--- src/rtl/muldiv_pkg.sv ---
// Shared encodings for the multi-cycle multiply/divide sequencer.
// Build option FAST_MUL_EN (see muldiv_ctrl) selects a single-cycle multiplier.
package muldiv_pkg;

  localparam int DATA_W_DEF = 32;

  localparam logic [1:0] OP_MULT  = 2'b00;
  localparam logic [1:0] OP_MULTU = 2'b01;
  localparam logic [1:0] OP_DIV   = 2'b10;
  localparam logic [1:0] OP_DIVU  = 2'b11;

  typedef enum logic [2:0] {
    ST_IDLE = 3'd0,
    ST_PREP = 3'd1,
    ST_RUN  = 3'd2,
    ST_FIX  = 3'd3,
    ST_DONE = 3'd4
  } state_e;

  function automatic logic is_div_op(input logic [1:0] op);
    return (op == OP_DIV) || (op == OP_DIVU);
  endfunction

  function automatic logic is_signed_op(input logic [1:0] op);
    return (op == OP_MULT) || (op == OP_DIV);
  endfunction

endpackage

--- src/rtl/muldiv_step.sv ---
// One iteration of the unsigned datapath: shift-add multiply (mode 0) or
// restoring divide (mode 1) on a {high, low} double-width accumulator.
module muldiv_step
  import muldiv_pkg::*;
#(
  parameter int DATA_W = DATA_W_DEF
) (
  input  logic                mode,
  input  logic [2*DATA_W-1:0] acc,
  input  logic [DATA_W-1:0]   operand,
  output logic [2*DATA_W-1:0] acc_next
);

  logic [DATA_W:0]   sum;
  logic [DATA_W:0]   top;
  logic [DATA_W+1:0] diff;

  // Multiply keeps the multiplier in the low half and shifts the partial product in from the top.
  always_comb begin
    sum      = '0;
    top      = acc[2*DATA_W-1:DATA_W-1];
    diff     = '0;
    acc_next = acc;
    if (mode) begin
      diff = {1'b0, top} - {2'b00, operand};
      if (!diff[DATA_W+1]) begin
        acc_next = {diff[DATA_W-1:0], acc[DATA_W-2:0], 1'b1};
      end else begin
        acc_next = {top[DATA_W-1:0], acc[DATA_W-2:0], 1'b0};
      end
    end else begin
      sum = {1'b0, acc[2*DATA_W-1:DATA_W]} +
            (acc[0] ? {1'b0, operand} : {(DATA_W+1){1'b0}});
      acc_next = {sum, acc[DATA_W-1:1]};
    end
  end

endmodule

--- src/rtl/muldiv_ctrl.sv ---
// Multi-cycle mult/multu/div/divu sequencer owning the HI/LO write path.
// Define FAST_MUL_EN to compute multiplies in a single RUN cycle.
module muldiv_ctrl
  import muldiv_pkg::*;
#(
  parameter int DATA_W = DATA_W_DEF,
  parameter int CNT_W  = 6
) (
  input  logic              clk,
  input  logic              rst,
  input  logic              start,
  input  logic [1:0]        op,
  input  logic [DATA_W-1:0] src_a,
  input  logic [DATA_W-1:0] src_b,
  input  logic              flush,
  output logic              busy,
  output logic              stall_req,
  output logic              done,
  output logic              we_hilo,
  output logic              div_by_zero,
  output logic [DATA_W-1:0] hi_out,
  output logic [DATA_W-1:0] lo_out
);

  state_e              state;
  state_e              state_next;
  logic [1:0]          op_r;
  logic [DATA_W-1:0]   a_r;
  logic [DATA_W-1:0]   b_r;
  logic [2*DATA_W-1:0] acc;
  logic [CNT_W-1:0]    cnt;
  logic                neg_res;
  logic                neg_rem;
  logic                zero_flag;

  logic                sgn_op;
  logic                div_op;
  logic [DATA_W:0]     a_wide;
  logic [DATA_W:0]     b_wide;
  logic [DATA_W:0]     abs_a;
  logic [DATA_W:0]     abs_b;
  logic [2*DATA_W-1:0] step_next;
  logic [2*DATA_W-1:0] run_acc;
  logic                run_last;
  logic [2*DATA_W-1:0] prod_neg;
  logic [DATA_W-1:0]   quo_neg;
  logic [DATA_W-1:0]   rem_neg;
  logic [DATA_W-1:0]   fix_hi;
  logic [DATA_W-1:0]   fix_lo;

  assign sgn_op = is_signed_op(op_r);
  assign div_op = is_div_op(op_r);

  // Widen by one bit so the magnitude of the most-negative value is exact.
  assign a_wide = {sgn_op & a_r[DATA_W-1], a_r};
  assign b_wide = {sgn_op & b_r[DATA_W-1], b_r};
  assign abs_a  = a_wide[DATA_W] ? (~a_wide + {{DATA_W{1'b0}}, 1'b1}) : a_wide;
  assign abs_b  = b_wide[DATA_W] ? (~b_wide + {{DATA_W{1'b0}}, 1'b1}) : b_wide;

  muldiv_step #(.DATA_W(DATA_W)) u_step (
    .mode     (div_op),
    .acc      (acc),
    .operand  (b_r),
    .acc_next (step_next)
  );

`ifdef FAST_MUL_EN
  assign run_acc  = div_op ? step_next
                           : ({{DATA_W{1'b0}}, acc[DATA_W-1:0]} * {{DATA_W{1'b0}}, b_r});
  assign run_last = !div_op || (cnt == CNT_W'(DATA_W - 1));
`else
  assign run_acc  = step_next;
  assign run_last = (cnt == CNT_W'(DATA_W - 1));
`endif

  assign prod_neg = {(2*DATA_W){1'b0}} - acc;
  assign quo_neg  = {DATA_W{1'b0}} - acc[DATA_W-1:0];
  assign rem_neg  = {DATA_W{1'b0}} - acc[2*DATA_W-1:DATA_W];

  // Sign fix-up: remainder follows the dividend so division truncates toward zero.
  always_comb begin
    fix_hi = acc[2*DATA_W-1:DATA_W];
    fix_lo = acc[DATA_W-1:0];
    if (div_op) begin
      if (neg_res) fix_lo = quo_neg;
      else         fix_lo = acc[DATA_W-1:0];
      if (neg_rem) fix_hi = rem_neg;
      else         fix_hi = acc[2*DATA_W-1:DATA_W];
    end else if (neg_res) begin
      fix_hi = prod_neg[2*DATA_W-1:DATA_W];
      fix_lo = prod_neg[DATA_W-1:0];
    end else begin
      fix_hi = acc[2*DATA_W-1:DATA_W];
      fix_lo = acc[DATA_W-1:0];
    end
  end

  // State register.
  always_ff @(posedge clk) begin
    if (rst) state <= ST_IDLE;
    else     state <= state_next;
  end

  // Next-state logic; a flush in DONE is ignored because that op is older than the flush.
  always_comb begin
    state_next = state;
    case (state)
      ST_IDLE: begin
        if (start && !flush) state_next = ST_PREP;
        else                 state_next = ST_IDLE;
      end
      ST_PREP: begin
        if (flush)                      state_next = ST_IDLE;
        else if (div_op && b_r == '0)   state_next = ST_DONE;
        else                            state_next = ST_RUN;
      end
      ST_RUN: begin
        if (flush)         state_next = ST_IDLE;
        else if (run_last) state_next = ST_FIX;
        else               state_next = ST_RUN;
      end
      ST_FIX: begin
        if (flush) state_next = ST_IDLE;
        else       state_next = ST_DONE;
      end
      ST_DONE: state_next = ST_IDLE;
      default: state_next = ST_IDLE;
    endcase
  end

  // Outputs decoded from the state register.
  always_comb begin
    busy        = (state != ST_IDLE);
    done        = (state == ST_DONE);
    we_hilo     = (state == ST_DONE) && !zero_flag;
    div_by_zero = (state == ST_DONE) && zero_flag;
    case (state)
      ST_IDLE:                 stall_req = start && !flush;
      ST_PREP, ST_RUN, ST_FIX: stall_req = 1'b1;
      default:                 stall_req = 1'b0;
    endcase
  end

  // Operand capture, iteration and HI/LO commit (HI/LO load on the FIX->DONE edge).
  always_ff @(posedge clk) begin
    if (rst) begin
      op_r      <= 2'b00;
      a_r       <= '0;
      b_r       <= '0;
      acc       <= '0;
      cnt       <= '0;
      neg_res   <= 1'b0;
      neg_rem   <= 1'b0;
      zero_flag <= 1'b0;
      hi_out    <= '0;
      lo_out    <= '0;
    end else begin
      case (state)
        ST_IDLE: begin
          if (start && !flush) begin
            op_r <= op;
            a_r  <= src_a;
            b_r  <= src_b;
          end
        end
        ST_PREP: begin
          b_r       <= abs_b[DATA_W-1:0];
          acc       <= {{DATA_W{1'b0}}, abs_a[DATA_W-1:0]};
          cnt       <= '0;
          neg_res   <= sgn_op & (a_r[DATA_W-1] ^ b_r[DATA_W-1]);
          neg_rem   <= sgn_op & a_r[DATA_W-1];
          zero_flag <= div_op && (b_r == '0);
        end
        ST_RUN: begin
          acc <= run_acc;
          cnt <= cnt + {{(CNT_W-1){1'b0}}, 1'b1};
        end
        ST_FIX: begin
          if (!flush) begin
            hi_out <= fix_hi;
            lo_out <= fix_lo;
          end
        end
        default: ;
      endcase
    end
  end

endmodule

--- config.mk ---
export PLATFORM = sky130hd
export DESIGN_NAME = muldiv_ctrl
export DESIGN_NICKNAME = d
export VERILOG_FILES = /design/src/rtl/muldiv_pkg.sv /design/src/rtl/muldiv_step.sv /design/src/rtl/muldiv_ctrl.sv
export SDC_FILE = /design/constraint.sdc
export NUM_CORES = 1
export LEC_CHECK = 0
export BUFFER_PORTS_ARGS = -buffer_cell sky130_fd_sc_hd__buf_4
export CORE_MARGIN = 10
export CORE_UTILIZATION = 50
export CTS_BUF_LIST = sky130_fd_sc_hd__clkbuf_4 sky130_fd_sc_hd__clkbuf_8
export DETAILED_ROUTE_END_ITERATION = 10
export PLACE_DENSITY = 0.7
export SETUP_SLACK_MARGIN = 0.15
export SYNTH_ARGS = -nofsm -noshare
export SYNTH_HDL_FRONTEND = slang
export SYNTH_SLANG_ARGS = --single-unit
export TNS_END_PERCENT = 100
--- constraint.sdc ---
create_clock -name clk -period 4.6 [get_ports clk]
set_input_delay 0.46 -clock clk [delete_from_list [all_inputs] [get_ports clk]]
set_output_delay 0.46 -clock clk [all_outputs]
set_load 0.005 [all_outputs]
==> flow_metrics.tcl <==
set metrics [dict create \
    synth-edff-count 0 \
    crit_fanout 11 \
    synth_area_per_cell_sq_um 7.38 \
    grt_usage 0.260 \
    period_share 0.886 \
    synth_most_common_cell "nor2_1" \
    p_sw_frac 0.305 \
    crit_path_end_kind "flop" \
    start_kind "flop" \
    met1_usage 0.380 \
    grt_start_max_net_pins 108 \
    hp-class "input port to flop" \
    final_cells 2469 \
    setup_viol 0 \
    clock_latency_ns 0.57 \
    whs_path_depth 3 \
    fin_setup_tns_ns 0 \
    fin_util 0.582 \
    p_leak_nw 6.61 \
    cts_root_buf "clkbuf_8" \
    combPwrFrac 0.186 \
    cts_buffer_depth 3 \
    cts_resized 0 \
    ys_seq_area_frac 0.281 \
    design.die.area_sq_mm 0.0366 \
    synth_top_cell_by_area "dfxtp_1" \
    critical_path.top_delay_family "compound AO/OA/AOI/OAI gates" \
    p_switching_mw 1.42 \
    grt_pass1_vias 13900 \
    status "completed" \
    antenna_found_initial 0 \
    regToRegSetupSlack_ns 0.52 \
    cp_cell_sequence "clkinv_1 -> nor2_1 -> ha_1 -> inv_1 -> fa_1 -> nand2b_1 -> a21oi_1 -> o211a_1 -> nor2_1 -> o31ai_1 -> o41ai_1 -> o21ai_0 -> nand3_1 -> a32oi_1" \
    drt_iter0_drc 1256 \
    synth_cell_types 78 \
    grt_pass1_wl_mm 77.3 \
    synth_top_area_share 0.281 \
    drive_gt1_frac 0.127 \
    synth_common_cells "nor2_1, nand2_1, dfxtp_1" \
    synthFlopType "dfxtp_1" \
    pwr-share-seq 0.407 \
    vias 15100 \
    cpMaxStageDelayCell "o31ai_1" \
    critPathKind "flop to flop" \
    cts_inserted_buffers 39 \
    ir_worst_vdd_mv 0.207 \
    crit_arrival_ns 4.53 \
    fillers 2730 \
    wl_per_cell_microns 20.1 \
    mappedNetlistArea_sq_mm 0.0147 \
    rows 62 \
    hold_start "src_a[19]" \
    crit_top_cell "nor2_1" \
    synth-async-reset-ratio 0 \
    start_util 0.509 \
    slew-limit-headroom 0.229 \
    grt_remaining_overflow 0 \
    post_cts_buffers 0 \
    r2r_cells 14 \
    design_area_sq_mm 0.0168 \
    io_buffers 138 \
    hold_ws_ns 0.162 \
    netlist_top_cells_area "dfxtp_1, a21oi_1, ha_1" \
    drv_slew 0 \
    min_to "a_r[19]" \
    p_clk_frac 0.406 \
    timing.max_cap.violations 0 \
    coreArea_sq_mm 0.0288 \
    ant_nets 0 \
    intPower_mw 3.24 \
    cts_sinks 206 \
    drtPass1Iterations 5 \
    holdBufCountCts 0 \
    hpwl_mm 37.0 \
    die_width_microns 191 \
    hold_viol_final 0 \
    ys_ff_latch 206 \
    cts_tree "yes" \
    yosys_warnings 0 \
    grt-busiest-layer "met1" \
    grt_use_met2 0.372 \
    clk_pin_slew_ns 0.06 \
    reg2reg_to "acc[63]" \
    routed_wl_mm 49.6 \
    crit_buf_inv 2 \
    fin_worst_skew_ns 0.0344 \
    placed_cell_area_sq_mm 0.0160 \
    top_level_ports 139 \
    timing.rr.start "acc[0]" \
    rsz0062_at_grt "no" \
    antenna_cells 0 \
    area_growth_pct 14.3 \
    fmax_ghz 0.245 \
    setup.worst_path.start "acc[0]" \
    fin_crit_ns 4.08 \
    dp_cells 2403 \
    synth_fp_nets 2128 \
    drc_errors 0 \
    die_h_microns 191 \
    vias_per_cell 6.12 \
    pwr_density_cell_mw_per_mm2 278 \
    final_nets 2201 \
    synthCells 1987 \
    gr-usage-met3 0.0614 \
    slowest_delay_ns 0.55 \
    required_ns 5.05 \
    max_slew.worst_pin.slew_ns 1.15 \
    htree_levels 2 \
    place_congestion 0.970 \
]
flip-flops by register name, indices dropped and copies added, names as in the netlist:
| signal | count |
|---|---|
| a_r | 32 |
| acc | 64 |
| neg_rem | 1 |
| zero_flag | 1 |
| lo_out | 32 |
| op_r | 2 |
| cnt | 6 |
| hi_out | 32 |
| b_r | 32 |
| neg_res | 1 |
| state | 3 |
power by group through the flow:
stage	clock (mW)	sequential [mW]	combinational, mW
after floorplan	0	1.91	0.610
after global placement	0	1.93	0.846
after detailed placement	0	1.94	0.851
after CTS	1.93	1.90	0.855
after global routing	2.01	1.91	0.954
final	1.89	1.90	0.868
worst max-delay path by stage:
stage / end / slack (ns) / cells after the start
after floorplan: acc[62] / 1.36 / 13
after global placement: acc[61] / 0.87 / 14
after detailed placement: acc[63] / 0.70 / 14
after CTS: acc[63] / 0.64 / 14
after global routing: acc[61] / 0.32 / 14
final: acc[63] / 0.52 / 14
metal layers:
layer,vias up,share of wire
li1,7381,-
met5,-,0
met4,0,0.023
met1,6999,0.47
met3,88,0.096
met2,640,0.41
tightest hold or removal path, delay by kind of cell:
family	cells	cell delay [ns]
buf+inv	1	0.11
simple gates	1	0.04
compound gates	1	0.05
through the flow:
stage	total power, mW	setup WS [ns]
2_1_floorplan	2.52	1.36
3_3_place_gp	2.78	0.871
3_5_place_dp	2.79	0.696
4_1_cts	4.68	0.643
5_1_grt	4.87	0.323
6_report	4.66	0.524
cells by family after synthesis:
kind of cell | share of synthesized area
buffers and inverters | 0.0515
and+or+nand+nor | 0.219
xor gates and xnor gates | 0.0783
AOI/OAI and AO/OA | 0.285
muxes | 0.0234
adders and majority gates | 0.0616
DFF | 0.281
cells in the final DEF, fill, tap and decap left out, types with 16 or more instances in the layout:
| cell | netlist | routed |
|---|---|---|
| nand2_1 | 224 | 224 |
| o31ai_1 | 23 | 22 |
| a21o_1 | 21 | 21 |
| o211ai_1 | 19 | 19 |
| or4_1 | 17 | 17 |
| nor4_1 | 16 | 16 |
| xnor2_1 | 62 | 62 |
| nor3_1 | 40 | 39 |
| nand4_1 | 16 | 16 |
| buf_4 | 0 | 166 |
| o21ai_0 | 137 | 137 |
| a211oi_1 | 105 | 105 |
| nand3_1 | 48 | 48 |
| xor2_1 | 69 | 69 |
| mux2i_1 | 32 | 32 |
| ha_1 | 69 | 69 |
| nor2b_1 | 17 | 17 |
| nor2_1 | 228 | 227 |
| a22oi_1 | 22 | 22 |
| clkbuf_8 | 0 | 47 |
| dfxtp_1 | 206 | 205 |
| inv_1 | 61 | 61 |
| a21oi_1 | 190 | 190 |
| or3_1 | 22 | 22 |
layout make-up:
class | count | area, sq um | share of cell area
Inverter | 63 | 236 | 0.0141
Clock inverter | 6 | 62.6 | 0.00373
Sequential cell | 206 | 4130 | 0.246
Multi-Input combinational cell | 1583 | 9840 | 0.587
Clock buffer | 60 | 744 | 0.0444
Timing Repair Buffer | 167 | 1270 | 0.0756
Tap cell | 384 | 480 | 0.0287
Note: power is estimated with default switching activity, not from simulation.
